**src/rtl/uart_text_pkg.sv**
```systemverilog
// Shared definitions for the UART-to-character-RAM writer: ASCII codes,
// FSM state encoding and a printable-glyph test.
package uart_text_pkg;

    localparam logic [7:0] ASC_CR    = 8'h0D;
    localparam logic [7:0] ASC_LF    = 8'h0A;
    localparam logic [7:0] ASC_BS    = 8'h08;
    localparam logic [7:0] ASC_FF    = 8'h0C;
    localparam logic [7:0] ASC_SPACE = 8'h20;
    localparam logic [7:0] ASC_TILDE = 8'h7E;

    typedef enum logic [2:0] {
        IDLE,
        DECODE,
        WRITE,
        HOLD,
        CLEAR
    } state_t;

    // True for bytes that have a visible glyph (space through tilde).
    function automatic logic is_printable(input logic [7:0] b);
        return (b >= ASC_SPACE) && (b <= ASC_TILDE);
    endfunction

endpackage

```
**src/rtl/uart_text_writer_sync_rise.sv**
```systemverilog
// Two-flop synchronizer for a W-bit data bus and a 1-bit control level,
// with a one-cycle pulse on each rising edge of the synchronized control.
module sync_rise #(
    parameter int W = 8
) (
    input  logic         clk,
    input  logic         rst,
    input  logic [W-1:0] data_in,
    input  logic         ctrl_in,
    output logic [W-1:0] data_sync,
    output logic         rise
);

    logic [W-1:0] data_s1;
    logic [W-1:0] data_s2;
    logic         ctrl_s1;
    logic         ctrl_s2;
    logic         ctrl_s3;

    // Double-register both inputs; a third control flop remembers the old level.
    always_ff @(posedge clk or posedge rst) begin
        if (rst) begin
            data_s1 <= '0;
            data_s2 <= '0;
            ctrl_s1 <= 1'b0;
            ctrl_s2 <= 1'b0;
            ctrl_s3 <= 1'b0;
        end else begin
            data_s1 <= data_in;
            data_s2 <= data_s1;
            ctrl_s1 <= ctrl_in;
            ctrl_s2 <= ctrl_s1;
            ctrl_s3 <= ctrl_s2;
        end
    end

    assign data_sync = data_s2;
    assign rise      = ctrl_s2 & ~ctrl_s3;

endmodule

```
**src/rtl/uart_text_writer.sv**
```systemverilog
// Writes received UART bytes into the VGA character RAM at a tracked cursor.
// Build option UART_TEXT_CTRL_EN: when defined, CR/LF/BS/FF are interpreted
// and other non-printable bytes are dropped; when undefined every byte is
// written as a glyph and the clear/backspace logic is not built.
// Handshake: data_ready is a level; each rising edge (after synchronization)
// offers one byte. A byte offered while busy is dropped and sets overrun.
module uart_text_writer
    import uart_text_pkg::*;
#(
    parameter int          COLS      = 80,
    parameter int          ROWS      = 40,
    parameter int          ADDR_W    = 12,
    parameter logic [7:0]  FILL_CHAR = 8'h20
) (
    input  logic                     clock100,
    input  logic                     reset,
    input  logic [7:0]               data_in,
    input  logic                     data_ready,
    output logic [7:0]               data_out,
    output logic [ADDR_W-1:0]        wraddress,
    output logic                     wren,
    output logic                     busy,
    output logic                     overrun,
    output logic [$clog2(COLS)-1:0]  cursor_col,
    output logic [$clog2(ROWS)-1:0]  cursor_row
);

    localparam int CW    = $clog2(COLS);
    localparam int RW    = $clog2(ROWS);
    localparam int CELLS = COLS * ROWS;

    state_t            state;
    state_t            state_d;
    logic [7:0]        byte_q;
    logic [7:0]        byte_d;
    logic [7:0]        data_out_d;
    logic [ADDR_W-1:0] wraddress_d;
    logic              wren_d;
    logic              overrun_d;
    logic [CW-1:0]     col_d;
    logic [RW-1:0]     row_d;
    logic [CW-1:0]     adv_col;
    logic [RW-1:0]     adv_row;
    logic [RW-1:0]     lf_row;
    logic [7:0]        data_sync;
    logic              new_byte;
`ifdef UART_TEXT_CTRL_EN
    logic [ADDR_W-1:0] clr_cnt;
    logic [ADDR_W-1:0] clr_cnt_d;
    logic [CW-1:0]     bs_col;
`endif

    sync_rise #(.W(8)) u_sync (
        .clk       (clock100),
        .rst       (reset),
        .data_in   (data_in),
        .ctrl_in   (data_ready),
        .data_sync (data_sync),
        .rise      (new_byte)
    );

    // Linear RAM address of a cell; the product is formed at full ADDR_W width.
    function automatic logic [ADDR_W-1:0] cell_addr(input logic [CW-1:0] c,
                                                    input logic [RW-1:0] r);
        return ADDR_W'(r) * ADDR_W'(COLS) + ADDR_W'(c);
    endfunction

    assign busy = (state != IDLE);

    // Cursor after one glyph (wrap to next row, then to top) and after a line feed.
    always_comb begin
        adv_col = cursor_col + CW'(1);
        adv_row = cursor_row;
        lf_row  = (cursor_row == RW'(ROWS - 1)) ? '0 : cursor_row + RW'(1);
        if (cursor_col == CW'(COLS - 1)) begin
            adv_col = '0;
            adv_row = lf_row;
        end
    end

`ifdef UART_TEXT_CTRL_EN
    assign bs_col = cursor_col - CW'(1);
`endif

    // Next-state and next-output logic for the write FSM.
    always_comb begin
        state_d     = state;
        byte_d      = byte_q;
        data_out_d  = data_out;
        wraddress_d = wraddress;
        wren_d      = wren;
        col_d       = cursor_col;
        row_d       = cursor_row;
        overrun_d   = overrun | (new_byte && (state != IDLE));
`ifdef UART_TEXT_CTRL_EN
        clr_cnt_d   = clr_cnt;
`endif
        case (state)
            IDLE: begin
                wren_d = 1'b0;
                if (new_byte) begin
                    byte_d  = data_sync;
                    state_d = DECODE;
                end
            end
            DECODE: begin
`ifdef UART_TEXT_CTRL_EN
                state_d = IDLE;
                if (is_printable(byte_q)) begin
                    data_out_d  = byte_q;
                    wraddress_d = cell_addr(cursor_col, cursor_row);
                    col_d       = adv_col;
                    row_d       = adv_row;
                    state_d     = WRITE;
                end else begin
                    case (byte_q)
                        ASC_CR: col_d = '0;
                        ASC_LF: row_d = lf_row;
                        ASC_BS: begin
                            if (cursor_col != '0) begin
                                col_d       = bs_col;
                                data_out_d  = FILL_CHAR;
                                wraddress_d = cell_addr(bs_col, cursor_row);
                                state_d     = WRITE;
                            end
                        end
                        ASC_FF: begin
                            data_out_d  = FILL_CHAR;
                            wraddress_d = '0;
                            clr_cnt_d   = '0;
                            state_d     = CLEAR;
                        end
                        default: state_d = IDLE;
                    endcase
                end
`else
                data_out_d  = byte_q;
                wraddress_d = cell_addr(cursor_col, cursor_row);
                col_d       = adv_col;
                row_d       = adv_row;
                state_d     = WRITE;
`endif
            end
            WRITE: begin
                wren_d  = 1'b1;
                state_d = HOLD;
            end
            HOLD: begin
                wren_d  = 1'b1;
                state_d = IDLE;
            end
`ifdef UART_TEXT_CTRL_EN
            CLEAR: begin
                wren_d      = 1'b1;
                wraddress_d = clr_cnt;
                if (clr_cnt == ADDR_W'(CELLS - 1)) begin
                    col_d   = '0;
                    row_d   = '0;
                    state_d = IDLE;
                end else begin
                    clr_cnt_d = clr_cnt + ADDR_W'(1);
                end
            end
`endif
            default: begin
                wren_d  = 1'b0;
                state_d = IDLE;
            end
        endcase
    end

    // State and registered outputs; reset clears everything immediately.
    always_ff @(posedge clock100 or posedge reset) begin
        if (reset) begin
            state      <= IDLE;
            byte_q     <= '0;
            data_out   <= '0;
            wraddress  <= '0;
            wren       <= 1'b0;
            overrun    <= 1'b0;
            cursor_col <= '0;
            cursor_row <= '0;
        end else begin
            state      <= state_d;
            byte_q     <= byte_d;
            data_out   <= data_out_d;
            wraddress  <= wraddress_d;
            wren       <= wren_d;
            overrun    <= overrun_d;
            cursor_col <= col_d;
            cursor_row <= row_d;
        end
    end

`ifdef UART_TEXT_CTRL_EN
    // Clear-screen address counter.
    always_ff @(posedge clock100 or posedge reset) begin
        if (reset) begin
            clr_cnt <= '0;
        end else begin
            clr_cnt <= clr_cnt_d;
        end
    end
`endif

endmodule

```
**config.mk**
```make
export PLATFORM = sky130hd
export DESIGN_NAME = uart_text_writer
export DESIGN_NICKNAME = d
export VERILOG_FILES = /design/src/rtl/uart_text_pkg.sv /design/src/rtl/uart_text_writer_sync_rise.sv /design/src/rtl/uart_text_writer.sv
export SDC_FILE = /design/constraint.sdc
export NUM_CORES = 1
export LEC_CHECK = 0
export ABC_CLOCK_PERIOD_IN_PS = 2790
export CORE_MARGIN = 1.5
export CORE_UTILIZATION = 40
export DETAILED_ROUTE_END_ITERATION = 8
export SLEW_MARGIN = 20
export SYNTH_ARGS = -nofsm -noshare
export SYNTH_HDL_FRONTEND = slang
export SYNTH_SLANG_ARGS = --single-unit
```
**constraint.sdc**
```tcl
create_clock -name clock100 -period 2.79 [get_ports clock100]
set_clock_uncertainty 0.1 [all_clocks]
set_input_delay 0.6975 -clock clock100 [delete_from_list [all_inputs] [get_ports clock100]]
set_output_delay 0.6975 -clock clock100 [all_outputs]
set_load 0.01 [all_outputs]
```
; ---- Yosys cells after proc, flatten, opt, wreduce, memory -nomap -nowiden
; Index checks and enable logic that the tools add are counted.
[op_classes]
add_sub_neg = 3
n_mul = 1
n_eq_ne = 6
n_mux = 5
n_bitwise = 3
reduce_logical = 6
[op_table]
columns = cell, n
row1 = adder 12 x 7 -> 12 bit, 1
row2 = one-hot mux 3 bit (3 select lines), 1
row3 = "multiplier 6 x 3 -> 8 bit, second input constant", 1
row4 = "adder 7 x 1 -> 7 bit, second input constant", 1
row5 = "equality test 7 bit, second input constant", 1
row6 = two-way mux 7 bit, 1
row7 = "adder 6 x 1 -> 6 bit, second input constant", 1
row8 = "equality test 3 x 2 -> 1 bit, second input constant", 2
row9 = "equality test 6 bit, second input constant", 1
row10 = two-way mux 6 bit, 1
row11 = AND reduction 2 bit, 2
row12 = "equality test 3 x 1 -> 1 bit, second input constant", 1
row13 = logical NOT 3 bit, 1
row14 = two-way mux 3 bit, 1
row15 = nonzero test 3 bit, 1
row16 = "inequality test 2 bit, second input constant", 1
row17 = one-hot mux 1 bit (2 select lines), 1
row18 = OR reduction 2 bit, 1
row19 = bitwise AND 1 bit, 1
row20 = logical AND 1 bit, 1
row21 = inverter 1 bit, 1
row22 = bitwise OR 1 bit, 1
[word_totals]
regBits = 65
in_bits = 11

; ---- Depth between registers and ports, before layout
; Gate-level depths: netlist of the first run.
[logic_depth]
ltp_word = 4
ltp_mapped = 8
ltp_nobuf = 8

; ---- Modules after synthesis
; Synthesis of the first run repeated with hierarchy kept, for this count alone.
[unflattened]
cells_unflattened = 199
hier_area_um2 = 2705.1
[by_module_without_submodules]
columns = module, n_inst, cells_per_inst, area_each_um2
row1 = uart_text_writer, 1, 178, 2212.1
row2 = sync_rise, 1, 21, 493.0

; ---- Worst setup path before layout of the first run
; OpenSTA, ideal clock, no wires.
[synth_path]
path_kind = reg-to-reg
startpoint = reg cursor_row[1]
endpoint = reg wraddress[11]
arrival_ns = 2.194
required_time_ns = 2.553
slack_ns = 0.359
stages_incl_launch_ff = 9
path_buffers = 0
period_less_slack_ns = 2.431
cell_sequence = dfrtp_1 ha_1 ha_1 fa_1 xor2_2 nand3_1 nor4_2 xnor2_1 a21oi_1
[synth_via]
elab_chain_len = 2
[synth_lines]
columns = item, line
row1 = from (decl), uart_text_writer.sv:25  ; output logic [$clog2(ROWS)-1:0] cursor_row
row2 = from (signal assigned), uart_text_writer.sv:191  ; cursor_row <= row_d;
row3 = multiplier 6 x 3 -> 8 bit, uart_text_writer.sv:65  ; return ADDR_W'(r) * ADDR_W'(COLS) + ADDR_W'(c);
row4 = adder 12 x 7 -> 12 bit, uart_text_writer.sv:65
row5 = to (signal assigned), uart_text_writer.sv:187  ; wraddress <= wraddress_d;
row6 = to (decl), uart_text_writer.sv:20  ; output logic [ADDR_W-1:0] wraddress,
; No other way between the ends.
; A chain may end at the register's enable or synchronous reset.

; ---- Worst setup path after layout of the first run
[layout_path]
startpoint = reg state[0]
endpoint = out busy
[layout_via]
elab_chain_len = 1
[layout_lines]
columns = item, line
row1 = from (decl), uart_text_writer.sv:32  ; state_t state;
row2 = from (signal assigned), uart_text_writer.sv:184  ; state <= state_d;
row3 = nonzero test 3 bit, uart_text_writer.sv:68  ; assign busy = (state != IDLE);
row4 = to (decl), uart_text_writer.sv:22  ; output logic busy,
; No other way between the ends.

==> metrics.log, run 1 <==
[metrics] detailed-routing iteration count for the pre-antenna-repair pass: 5
[metrics] CTS Hold Bufs: 0
[metrics] CP cell instances: inv_1 -> ha_1 -> inv_1 -> clkdlybuf4s50_1
[metrics] critical path capture point type: output port
[metrics] worst hold path startpoint: u_sync.data_s1[5]
[metrics] type of element launching the critical path: register
[metrics] cell with the largest stage delay on the worst path: sky130_fd_sc_hd__clkdlybuf4s50_1
[metrics] initial antenna violation count: 0
[metrics] yosys synthesis warning count: 0
[metrics] chip height: 85.16 um
[metrics] Power Density: 903.8 mW/mm^2
[metrics] period utilisation layout: 0.9113
[metrics] achievable clock frequency: 393.3 MHz
[metrics] library cell used as clock root buffer: sky130_fd_sc_hd__clkbuf_8
[metrics] synth top area cells: sky130_fd_sc_hd__dfrtp_1 (59%), sky130_fd_sc_hd__mux2_2 (11%), sky130_fd_sc_hd__ha_1 (7.9%), sky130_fd_sc_hd__xnor2_1 (3.2%), sky130_fd_sc_hd__nor2_1 (1.8%)
[metrics] clk_lat worst skew: 340 ps
[metrics] average via count per standard cell: 4.900
[metrics] Slew Viols, Final: 0
[metrics] Total Die Area: 0.007252 sq mm
[metrics] Reg clk slew, reported paths: 70 ps
[metrics] number of endpoints with negative hold slack in the final report: 0
[metrics] clock sink count: 64
[metrics] portion of synthesized cell area occupied by the leading cell type: 0.5931
[metrics] share of async-settable or async-resettable flops after synthesis: 1.000
[metrics] Post-layout nets: 289
[metrics] number of unique standard cell types used by synthesis: 32
[metrics] Setup Crit Path Kind: register to output port
[metrics] Synth Cell Area: 0.002700 sq mm
[metrics] global router's overall resource usage: 0.1538
[metrics] number of placed I/O pins: 47
[metrics] most instantiated cells after synthesis: sky130_fd_sc_hd__dfrtp_1 (64), sky130_fd_sc_hd__mux2_2 (27), sky130_fd_sc_hd__ha_1 (17)
[metrics] via count of the first global-routing pass: 1776
[metrics] Routed WL: 4.753 mm
[metrics] Syn Inst Count: 199
[metrics] arrival time at the worst endpoint: 1750 ps
[metrics] delay of the slowest critical-path stage: 580 ps
[metrics] Area Overhead vs Synth: 30.44%
[metrics] final critical-path required period: 2543 ps
[metrics] # resized after CTS: 0
[metrics] cell type with the largest total area after synthesis: sky130_fd_sc_hd__dfrtp_1
[metrics] Inserted Diodes: 0
[metrics] EDFF count, synth: 0
[metrics] Clock Tree Buf Depth: 2
[metrics] Worst Hold Margin: 248.7 ps
[metrics] failing checks: DRC
[metrics] unrepaired setup endpoints after global routing: false
[metrics] total clock buffers created by CTS: 9
[metrics] Buffers on Ports: 46
[metrics] worst path required time: 1990 ps
[metrics] layout cell share with drive strength beyond 1: 0.2083
[metrics] number of placement rows: 29
[metrics] number of synthesized register bits: 64
[metrics] number of nets with antenna violations after detailed routing: 0
[metrics] R2R Path Start: cursor_row[3]
[metrics] post-detail-place hpwl: 3.301 mm
[metrics] Post-Syn Nets: 229
[metrics] GPL Wtd Cong: 0.7413
[metrics] Worst path most repeated cell: sky130_fd_sc_hd__inv_1
[metrics] core outline area: 0.006422 sq mm
[metrics] Post-synth top flop: sky130_fd_sc_hd__dfrtp_1
[metrics] initial standard-cell utilization of the core: 0.4204
[metrics] type of the worst min-delay path: register to register
[metrics] 1st-iter DRT viols: 77
[metrics] first-pass GRT wire length: 8.369 mm
[metrics] horizontal die dimension: 85.16 um
[metrics] critical-path maximum fanout: 6
[metrics] static leakage: 0.001609 uW
[metrics] DRC errors left: 2
[metrics] maximum level of the CTS H-tree: 3
[metrics] sequential-to-total area share from yosys stat: 0.5931
[metrics] routed vias: 1671
[metrics] number of setup violations in the final report: 0
[metrics] setup bufs post-CTS: 0
[metrics] count of filler cells inserted in the layout: 564
[metrics] maximum vdd ir drop: 480.2 uV
[metrics] maximum number of pins on one net before global-route repair: 31
[metrics] critical path launch point: state[0]
[metrics] setup total negative slack: 0 ps
[metrics] maximum capacitance violations: 0
[metrics] worst slew pin tran: 500.1 ps
[metrics] most instantiated library cell after synthesis: sky130_fd_sc_hd__dfrtp_1
[metrics] normalized max-slew margin: 0.6661
[metrics] syn_area_per_cell: 13.57 sq um
[metrics] result of the run: finished with violations
[metrics] mean routed wirelength per cell: 13.94 um
[metrics] TritonCTS clock tree: built
[metrics] remaining global-route overflow: 0
-- report_power, final --
group | switching, uW | internal (uW) | total (uW)
registers | 170 | 1180 | 1350
logic | 391 | 572 | 963
clock network | 364 | 504 | 867
-- critical path, delay by kind of cell (launching register included) --
family                   cells  cell delay, ps
flip-flops                   1             400
buffers and inverters        3             810
adder cells (fa/ha/maj)      1             210
-- final timing paths --
kind,end,slack [ps],cells past startpoint
hold / removal,u_sync.data_sync[5],250,0
hold reg to reg,u_sync.data_sync[5],250,0
setup reg to reg,wraddress[11],320,8
setup / recovery,busy,250,4
min in group asynchronous,wraddress[10],600,2
max in group asynchronous,byte_q[6],1290,3
-- layer usage --
metal / vias to the layer above / wire (um) / GRT usage
met3: 7 / 174 / 0.04183
met4: 0 / 89 / 0.08495
met5: - / 0 / 0
li1: 808 / - / -
met2: 28 / 2259 / 0.2403
met1: 828 / 2230 / 0.1944
-- metrics by stage --
step           std cells  worst slack (ps)  utilization  power (uW)  area, sq um
2_1_floorplan        199             359.2            -        1878         2700
3_3_place_gp         325             339.9       0.5141        2327         3302
3_5_place_dp         325             321.8       0.5141        2349         3302
4_1_cts              341             208.4       0.5484        3237         3522
5_1_grt              341             130.1       0.5484        3387         3522
6_report             341             247.4       0.5484        3183         3522
-- state kept, by name, summed over array words and instances, names as in the netlist --
| signal | cells |
|---|---|
| u_sync.ctrl_s2 | 1 |
| u_sync.data_s1 | 8 |
| u_sync.ctrl_s1 | 1 |
| wren | 1 |
| overrun | 1 |
| wraddress | 12 |
| byte_q | 8 |
| u_sync.ctrl_s3 | 1 |
| cursor_row | 6 |
| cursor_col | 7 |
| state | 2 |
| u_sync.data_sync | 8 |
| data_out | 8 |
-- layout by cell type (no fill, tap or decap), drive strengths merged --
cell type,synthesis,routed
nor3,1,1
a21o,4,4
nand3,4,4
clkinv,0,5
nor3b,2,2
xnor2,10,10
nand4,4,4
bufinv,0,2
a21oi,9,9
and3,1,1
nor4,1,1
or2,1,1
o22ai,1,1
clkbuf,1,9
nand2,12,12
o21ai,7,7
nand4b,1,1
buf,2,6
inv,5,5
mux2,28,28
clkdlybuf4s50,0,46
xor2,4,4
o31ai,1,1
nor2b,4,4
fa,2,2
nor2,13,13
dfrtp,64,64
ha,17,17
-- kinds of logic (layout without fill, tap and decap cells) --
group           count (synthesis)  after routing  share of synthesized area
xor+xnor                       14             14                    0.04819
simple gates                   44             44                    0.09036
flops                          64             64                     0.5931
mux                            28             28                     0.1168
buf+inv                         8             73                    0.01158
fa+ha+maj                      19             19                    0.09360
compound gates                 22             22                    0.04634
-- final cells by class --
class                   count  area, sq um  share of cell area
flip-flops and latches     64         1602              0.4547
multi-input cells         127         1067              0.3030
repair buffers             52        518.0              0.1471
clock buffers               9        123.9             0.03517
clock inverters             7        96.34             0.02735
well taps                  77        96.34             0.02735
inverters                   5        18.77            0.005329
Power figures use the tool's default switching activity.
==> run 2: changes to the inputs <==
--- a/config.mk
+++ b/config.mk
@@ -9,6 +9,7 @@
 export CORE_MARGIN = 1.5
 export CORE_UTILIZATION = 40
 export DETAILED_ROUTE_END_ITERATION = 8
+export SKIP_CTS_REPAIR_TIMING = 1
 export SLEW_MARGIN = 20
 export SYNTH_ARGS = -nofsm -noshare
 export SYNTH_HDL_FRONTEND = slang
==> results of run 2 <==
No change in the layout: final DEF, timing and power equal those of run 1.
==> run 3: changes to the inputs <==
--- a/config.mk
+++ b/config.mk
@@ -8,6 +8,7 @@
 export ABC_CLOCK_PERIOD_IN_PS = 2790
 export CORE_MARGIN = 1.5
 export CORE_UTILIZATION = 40
+export CTS_CLUSTER_SIZE = 28
 export DETAILED_ROUTE_END_ITERATION = 8
 export SKIP_CTS_REPAIR_TIMING = 1
 export SLEW_MARGIN = 20
==> results of run 3 <==
No change in the layout: final DEF, timing and power equal those of run 1.
==> patch 1, RTL diff (settings of run 2) <==
`ROWS`: 40 -> 60.
--- a/src/rtl/uart_text_writer.sv
+++ b/src/rtl/uart_text_writer.sv
@@ -10,3 +10,3 @@
     parameter int          COLS      = 80,
-    parameter int          ROWS      = 40,
+    parameter int          ROWS      = 60,
     parameter int          ADDR_W    = 12,
Behaviour: no difference found for any inputs over 10 cycles, from zero or initial values and one cycle with reset high; that may be too few to reach the edited logic, so the function may still have changed.
==> patch 1 against run 2 <==
  * The run still ends with DRC left
  * Routed wire length is 0.82% lower
  * Area after synthesis is 0.97% higher
  * Register-to-register slack is essentially flat
  * Final area up 1.5%
  * Worst setup slack improved by 0.013 ns
  * Highest routed layer unchanged
  * Sequential cell count did not move
  * First-iteration DRC count shrank 47%
  * Largest cell class unchanged
  * Largest power group unchanged
  * Power up 4.7%
==> patch 1: results (changes against run 2) <==
==================================================================================================
Run status .......................................................................... finished, violations left   unchanged
Violations in the final reports .....................................................          DRC   unchanged
Total routed wire length on the met1 layer ..........................................      2.20 mm   was 2.23 mm
Data arrival time of the critical path ..............................................      1.73 ns   was 1.75 ns
Maximum cell stage delay along the critical path ....................................      0.54 ns   was 0.58 ns
Detail Route met2 WL ................................................................      2.19 mm   was 2.26 mm
Top cells by count, synth ........................................................... dfrtp_1 (64), mux2_2 (27), ha_1 (18)   was dfrtp_1 (64), mux2_2 (27), ha_1 (17), nor2_1 (13), nand2_1 (12)
Number of diodes added for antenna fixing ...........................................            0   unchanged
Syn Nets ............................................................................          233   was 229
Top layer used by detailed routing ..................................................         met4   unchanged
Proportion of synthesized flip-flops having asynchronous set or reset ...............         100%   unchanged
Register ranked first by flip-flop count ............................................    wraddress   unchanged
Count of yosys warnings during synthesis ............................................            0   unchanged
Clock latency on the worst-skew pair ................................................      0.34 ns   about the same
M2 GR Usage .........................................................................        22.0%   was 24.0%
Post-synthesis cell count ...........................................................          202   was 199
M1 GR Usage .........................................................................        18.6%   was 19.4%
Number of antenna violations at the first check in global routing ...................            0   unchanged
CP delay by family, top ............................................................. buffers and inverters   unchanged
Final #Nets .........................................................................          291   was 289
Number of non-filler instances in the completed layout ..............................          342   was 341
Critical-path top delay cell ........................................................ clkdlybuf4s50_1   unchanged
Library cells used by synthesis .....................................................           33   was 32
Final RePlAce weighted congestion ...................................................        0.731   was 0.741
Number of CTS-inserted buffers ......................................................            9   unchanged
Layout cell share with drive strength beyond 1 ......................................        21.1%   was 20.8%
Wirelength, routed ..................................................................      4.71 mm   was 4.75 mm
Static Leak .........................................................................      1.65 nW   was 1.61 nW
Residual DRC count ..................................................................            4   was 2
Tightest Hold Check Type ............................................................      reg2reg   unchanged
Total instance count after detailed placement .......................................          326   was 325
Top post-synthesis cells by area .................................................... dfrtp_1 (59%), mux2_2 (11%), ha_1 (8.3%)   was dfrtp_1 (59%), mux2_2 (11%), ha_1 (7.9%)
Worst Max-Slew Pin Slew .............................................................     0.505 ns   was 0.500 ns
Count of H-tree levels built during CTS .............................................            3   unchanged
Global-route wire length before repair ..............................................      8.14 mm   was 8.37 mm
Gr usage total ......................................................................        14.8%   was 15.4%
Horizontal die dimension ............................................................      85.6 um   was 85.2 um
Peak ir drop on the vdd network .....................................................   0.000524 V   was 0.000480 V
Clock transition time at the flip-flop clock pins of the worst setup and hold paths .      0.07 ns   about the same
WL met3 .............................................................................       205 um   was 174 um
Global routing met3 resource utilization ............................................        5.00%   was 4.18%
Pre-Repair DR Iteration Count .......................................................            6   was 5
Sequential cell area fraction in the yosys report ...................................        58.7%   was 59.3%
Maximum fanout along the worst path .................................................            4   was 6
Post-detail-place hpwl ..............................................................      3.32 mm   was 3.30 mm
Flop2flop setup slack ...............................................................      0.32 ns   about the same
Vias ................................................................................         1704   was 1671
Number of design-rule violations left by the first detailed-router iteration ........           41   was 77
Clock root buffer master ............................................................     clkbuf_8   unchanged
Input/output buffers ................................................................           46   unchanged
Smallest hold slack .................................................................     0.250 ns   was 0.249 ns
==================================================================================================
-- patch 1: cell count changes after synthesis, moves of 2 or more --
cell,change
nand2_1,-3
nand3_1,+2
clkbuf_1,+4
xnor2_1,-2
a41oi_1,+2
or2_2,+2
nor2_1,-4
-- patch 1: worst paths after layout --
check | from | endpoint | cells past startpoint
setup reg to reg | cursor_row[2] | wraddress[11] | 7
setup / recovery | state[0] | busy | 4
hold reg to reg | u_sync.data_s1[2] | u_sync.data_sync[2] | 0
hold / removal | u_sync.data_s1[2] | u_sync.data_sync[2] | 0
max in group asynchronous | reset | wraddress[2] | 3
min in group asynchronous | reset | u_sync.data_sync[0] | 2
-- patch 1: kinds of logic after synthesis --
kind of cell / after synthesis / share of synthesized area, %
DFF: 64 / 58.7
and+or+nand+nor: 41 / 8.72
AOI/OAI and AO/OA: 28 / 6.43
muxes: 27 / 11.2
adders and majority gates: 20 / 9.73
xor gates and xnor gates: 12 / 3.85
buffers and inverters: 10 / 1.38
-- patch 1: layout make-up --
type                            count  area [um^2]
Sequential cell                    64         1600
Inverter                            5         18.8
Timing Repair Buffer               52          518
Tap cell                           77         96.3
Clock buffer                       10          138
Fill cell                         564         2880
Multi-Input combinational cell    128         1090
Clock inverter                      6          115
-- patch 1: power by group --
group / leakage [nW] / internal (W) / switching [W] / total [W]
sequential: 0.783 / 0.00118 / 0.000181 / 0.00137
clock: 0.123 / 0.000622 / 0.000372 / 0.000995
combinational: 0.742 / 0.000579 / 0.000393 / 0.000972
-- patch 1: metrics by stage --
step,utilization (%),total power [W],worst slack [ns],instance area (um^2)
after floorplan,-,0.00188,0.326,2730
after global placement,51.4,0.00235,0.377,3320
after detailed placement,51.4,0.00237,0.328,3320
after CTS,55.3,0.00339,0.239,3570
after global routing,55.3,0.00354,0.151,3570
final,55.3,0.00333,0.261,3570
==> patch 2, RTL diff (settings of run 2) <==
Without the edit above. Encoding of `state_t`: now one-hot (5 bits for 5 states).
--- a/src/rtl/uart_text_pkg.sv
+++ b/src/rtl/uart_text_pkg.sv
@@ -11,8 +11,8 @@
 
-    typedef enum logic [2:0] {
-        IDLE,
-        DECODE,
-        WRITE,
-        HOLD,
-        CLEAR
+    typedef enum logic [4:0] {
+        IDLE   = 5'b00001,
+        DECODE = 5'b00010,
+        WRITE  = 5'b00100,
+        HOLD   = 5'b01000,
+        CLEAR  = 5'b10000
     } state_t;
Behaviour: no difference found for any inputs over 10 cycles, from zero or initial values and one cycle with reset high; not proved beyond that.
==> patch 2 against run 2 <==
  * The run still ends with DRC left
  * Sequential cell count up 2
  * Worst setup slack gained 0.086 ns
  * Final area is 0.50% lower
  * Synthesized cell count is 18% higher
  * Via count grew 7.5%
  * Routed wire length grew 1.4%
  * First-iteration DRC count fell by 1.3%
  * Count of clock-buffer cells in the layout unchanged
  * Area after synthesis is 0.79% higher
  * Critical path depth is 4 higher
  * Critical path type is now reg2reg
Power is not compared: it rests on default switching activity, and its combinational part moved more than twofold at a synthesized area within 25%.
==> patch 2: results (changes against run 2) <==
==================================================================================================
Data arrival time of the critical path ..............................................      2.57 ns   was 1.75 ns
Tightest Hold Check Type ............................................................      reg2reg   unchanged
Static Leak .........................................................................      1.66 nW
Worst Min Path Start ................................................................ u_sync.data_s1[4]   was u_sync.data_s1[5]
Via count of the first global-routing pass ..........................................         1697   was 1776
Count of yosys warnings during synthesis ............................................            0   unchanged
Clock transition time at the flip-flop clock pins of the worst setup and hold paths .      0.07 ns   about the same
Vias ................................................................................         1796   was 1671
Sequential cell area fraction in the yosys report ...................................        60.7%   was 59.3%
Top cells by count, synth ........................................................... dfrtp_1 (65), nand2_1 (57), ha_1 (13), o21ai_0 (12), nor2_1 (10)   was dfrtp_1 (64), mux2_2 (27), ha_1 (17), nor2_1 (13), nand2_1 (12)
Total of fill cells in the finished design ..........................................          567   was 564
Run status .......................................................................... finished, violations left   unchanged
Violations in the final reports .....................................................          DRC   unchanged
Final #Nets .........................................................................          318   was 289
Proportion of synthesized flip-flops having asynchronous set or reset ...............         100%   unchanged
Library cells used by synthesis .....................................................           36   was 32
Number of design-rule violations left by the first detailed-router iteration ........           76   was 77
Pre-Repair DR Iteration Count .......................................................            8   was 5
Worst slew margin relative to its limit .............................................        75.3%   was 66.6%
Bufs on Longest Clock Path ..........................................................            2   unchanged
Post-detail-place hpwl ..............................................................      3.46 mm   was 3.30 mm
Layout cell share with drive strength beyond 1 ......................................        13.1%   was 20.8%
Critical-path top delay cell ........................................................      dfrtp_1   was clkdlybuf4s50_1
Final RePlAce weighted congestion ...................................................        0.775   was 0.741
Residual DRC count ..................................................................            3   was 2
Count of H-tree levels built during CTS .............................................            3   unchanged
Gr usage total ......................................................................        14.7%   was 15.4%
Number of antenna violations at the first check in global routing ...................            0   unchanged
CP delay by family, top .............................................................  adder cells   was buffers and inverters
Clock latency on the worst-skew pair ................................................      0.34 ns   about the same
Maximum fanout along the worst path .................................................            6   unchanged
Maximum cell stage delay along the critical path ....................................      0.45 ns   was 0.58 ns
Number of CTS-inserted buffers ......................................................            9   unchanged
Input/output buffers ................................................................           46   unchanged
Top post-synthesis cells by area .................................................... dfrtp_1 (60%), nand2_1 (7.9%), ha_1 (6.0%)   was dfrtp_1 (59%), mux2_2 (11%), ha_1 (7.9%)
Syn Nets ............................................................................          261   was 229
Flip-flop count of the largest register after layout ................................           12   unchanged
Register ranked first by flip-flop count ............................................    wraddress   unchanged
Class of the most critical setup path ...............................................      reg2reg   was reg2out
Largest net degree at the start of global routing ...................................           29   was 31
Register-to-Register Path Depth .....................................................            8   unchanged
Number of diodes added for antenna fixing ...........................................            0   unchanged
Detailed-route wire length per cell .................................................      12.9 um   was 13.9 um
Peak ir drop on the vdd network .....................................................   0.000466 V
Worst r2r src ....................................................................... cursor_row[1]   was cursor_row[3]
Worst hold stages ...................................................................            0   unchanged
Global-route wire length before repair ..............................................      8.05 mm   was 8.37 mm
Clock root buffer master ............................................................     clkbuf_8   unchanged
==================================================================================================
patch 2: layout make-up:
class | count | area [um^2] | area share, %
tap | 77 | 96.3 | 2.75
timing repair buffer | 51 | 510 | 14.6
clock buffer | 9 | 124 | 3.53
inverter | 8 | 30.0 | 0.857
clock inverter | 7 | 77.6 | 2.21
sequential | 66 | 1650 | 47.2
multi-input combinational | 156 | 1010 | 28.9
patch 2: worst register-to-register path, stage by stage (launching register included):
cell	delay (ns)
dfrtp_1	0.45
ha_1	0.32
ha_1	0.23
fa_1	0.42
xor2_2	0.20
nand3_1	0.11
nor4_2	0.29
xnor2_1	0.15
o21ai_1	0.07
patch 2: final timing paths:
path / slack, ns / to
worst max-delay path: 0.33 / wraddress[11]
worst min-delay path: 0.25 / u_sync.data_sync[4]
worst max register to register: 0.33 / wraddress[11]
worst min register to register: 0.25 / u_sync.data_sync[4]
max in group asynchronous: 1.45 / state[0]
min in group asynchronous: 0.52 / cursor_col[3]
patch 2: cell families after synthesis:
kind of cell	Yosys count	synth area share [%]
buffers and inverters	13	2.02
xor gates and xnor gates	14	4.78
adders and majority gates	15	7.45
DFF	66	60.7
muxes	9	3.72
and+or+nand+nor	93	15.8
AOI/OAI and AO/OA	25	5.47
patch 2: through the flow:
step           instance area (um^2)  hold slack (ns)  util (%)  setup WS (ns)  instances
2_1_floorplan                  2720            0.231         -          0.339        235
4_1_cts                        3500            0.252      54.3          0.307        374
3_3_place_gp                   3300            0.232      51.1          0.372        358
5_1_grt                        3500            0.256      54.3          0.152        374
3_5_place_dp                   3300            0.236      51.1          0.316        358
6_report                       3500            0.251      54.3          0.334        374
patch 2: per-layer routing:
layer | up-vias | wire (um) | GRT usage, %
li1 | 893 | - | -
met1 | 857 | 2340 | 19.9
met2 | 37 | 2190 | 21.5
met3 | 9 | 184 | 3.99
met4 | 0 | 113 | 7.92
met5 | - | 0 | 0
patch 2: where the power goes:
group          internal (W)  total, W  leakage [nW]  switching, W
sequential          0.00109   0.00119         0.836     0.0000926
clock              0.000420  0.000798         0.100      0.000379
combinational      0.000241  0.000408         0.721      0.000167
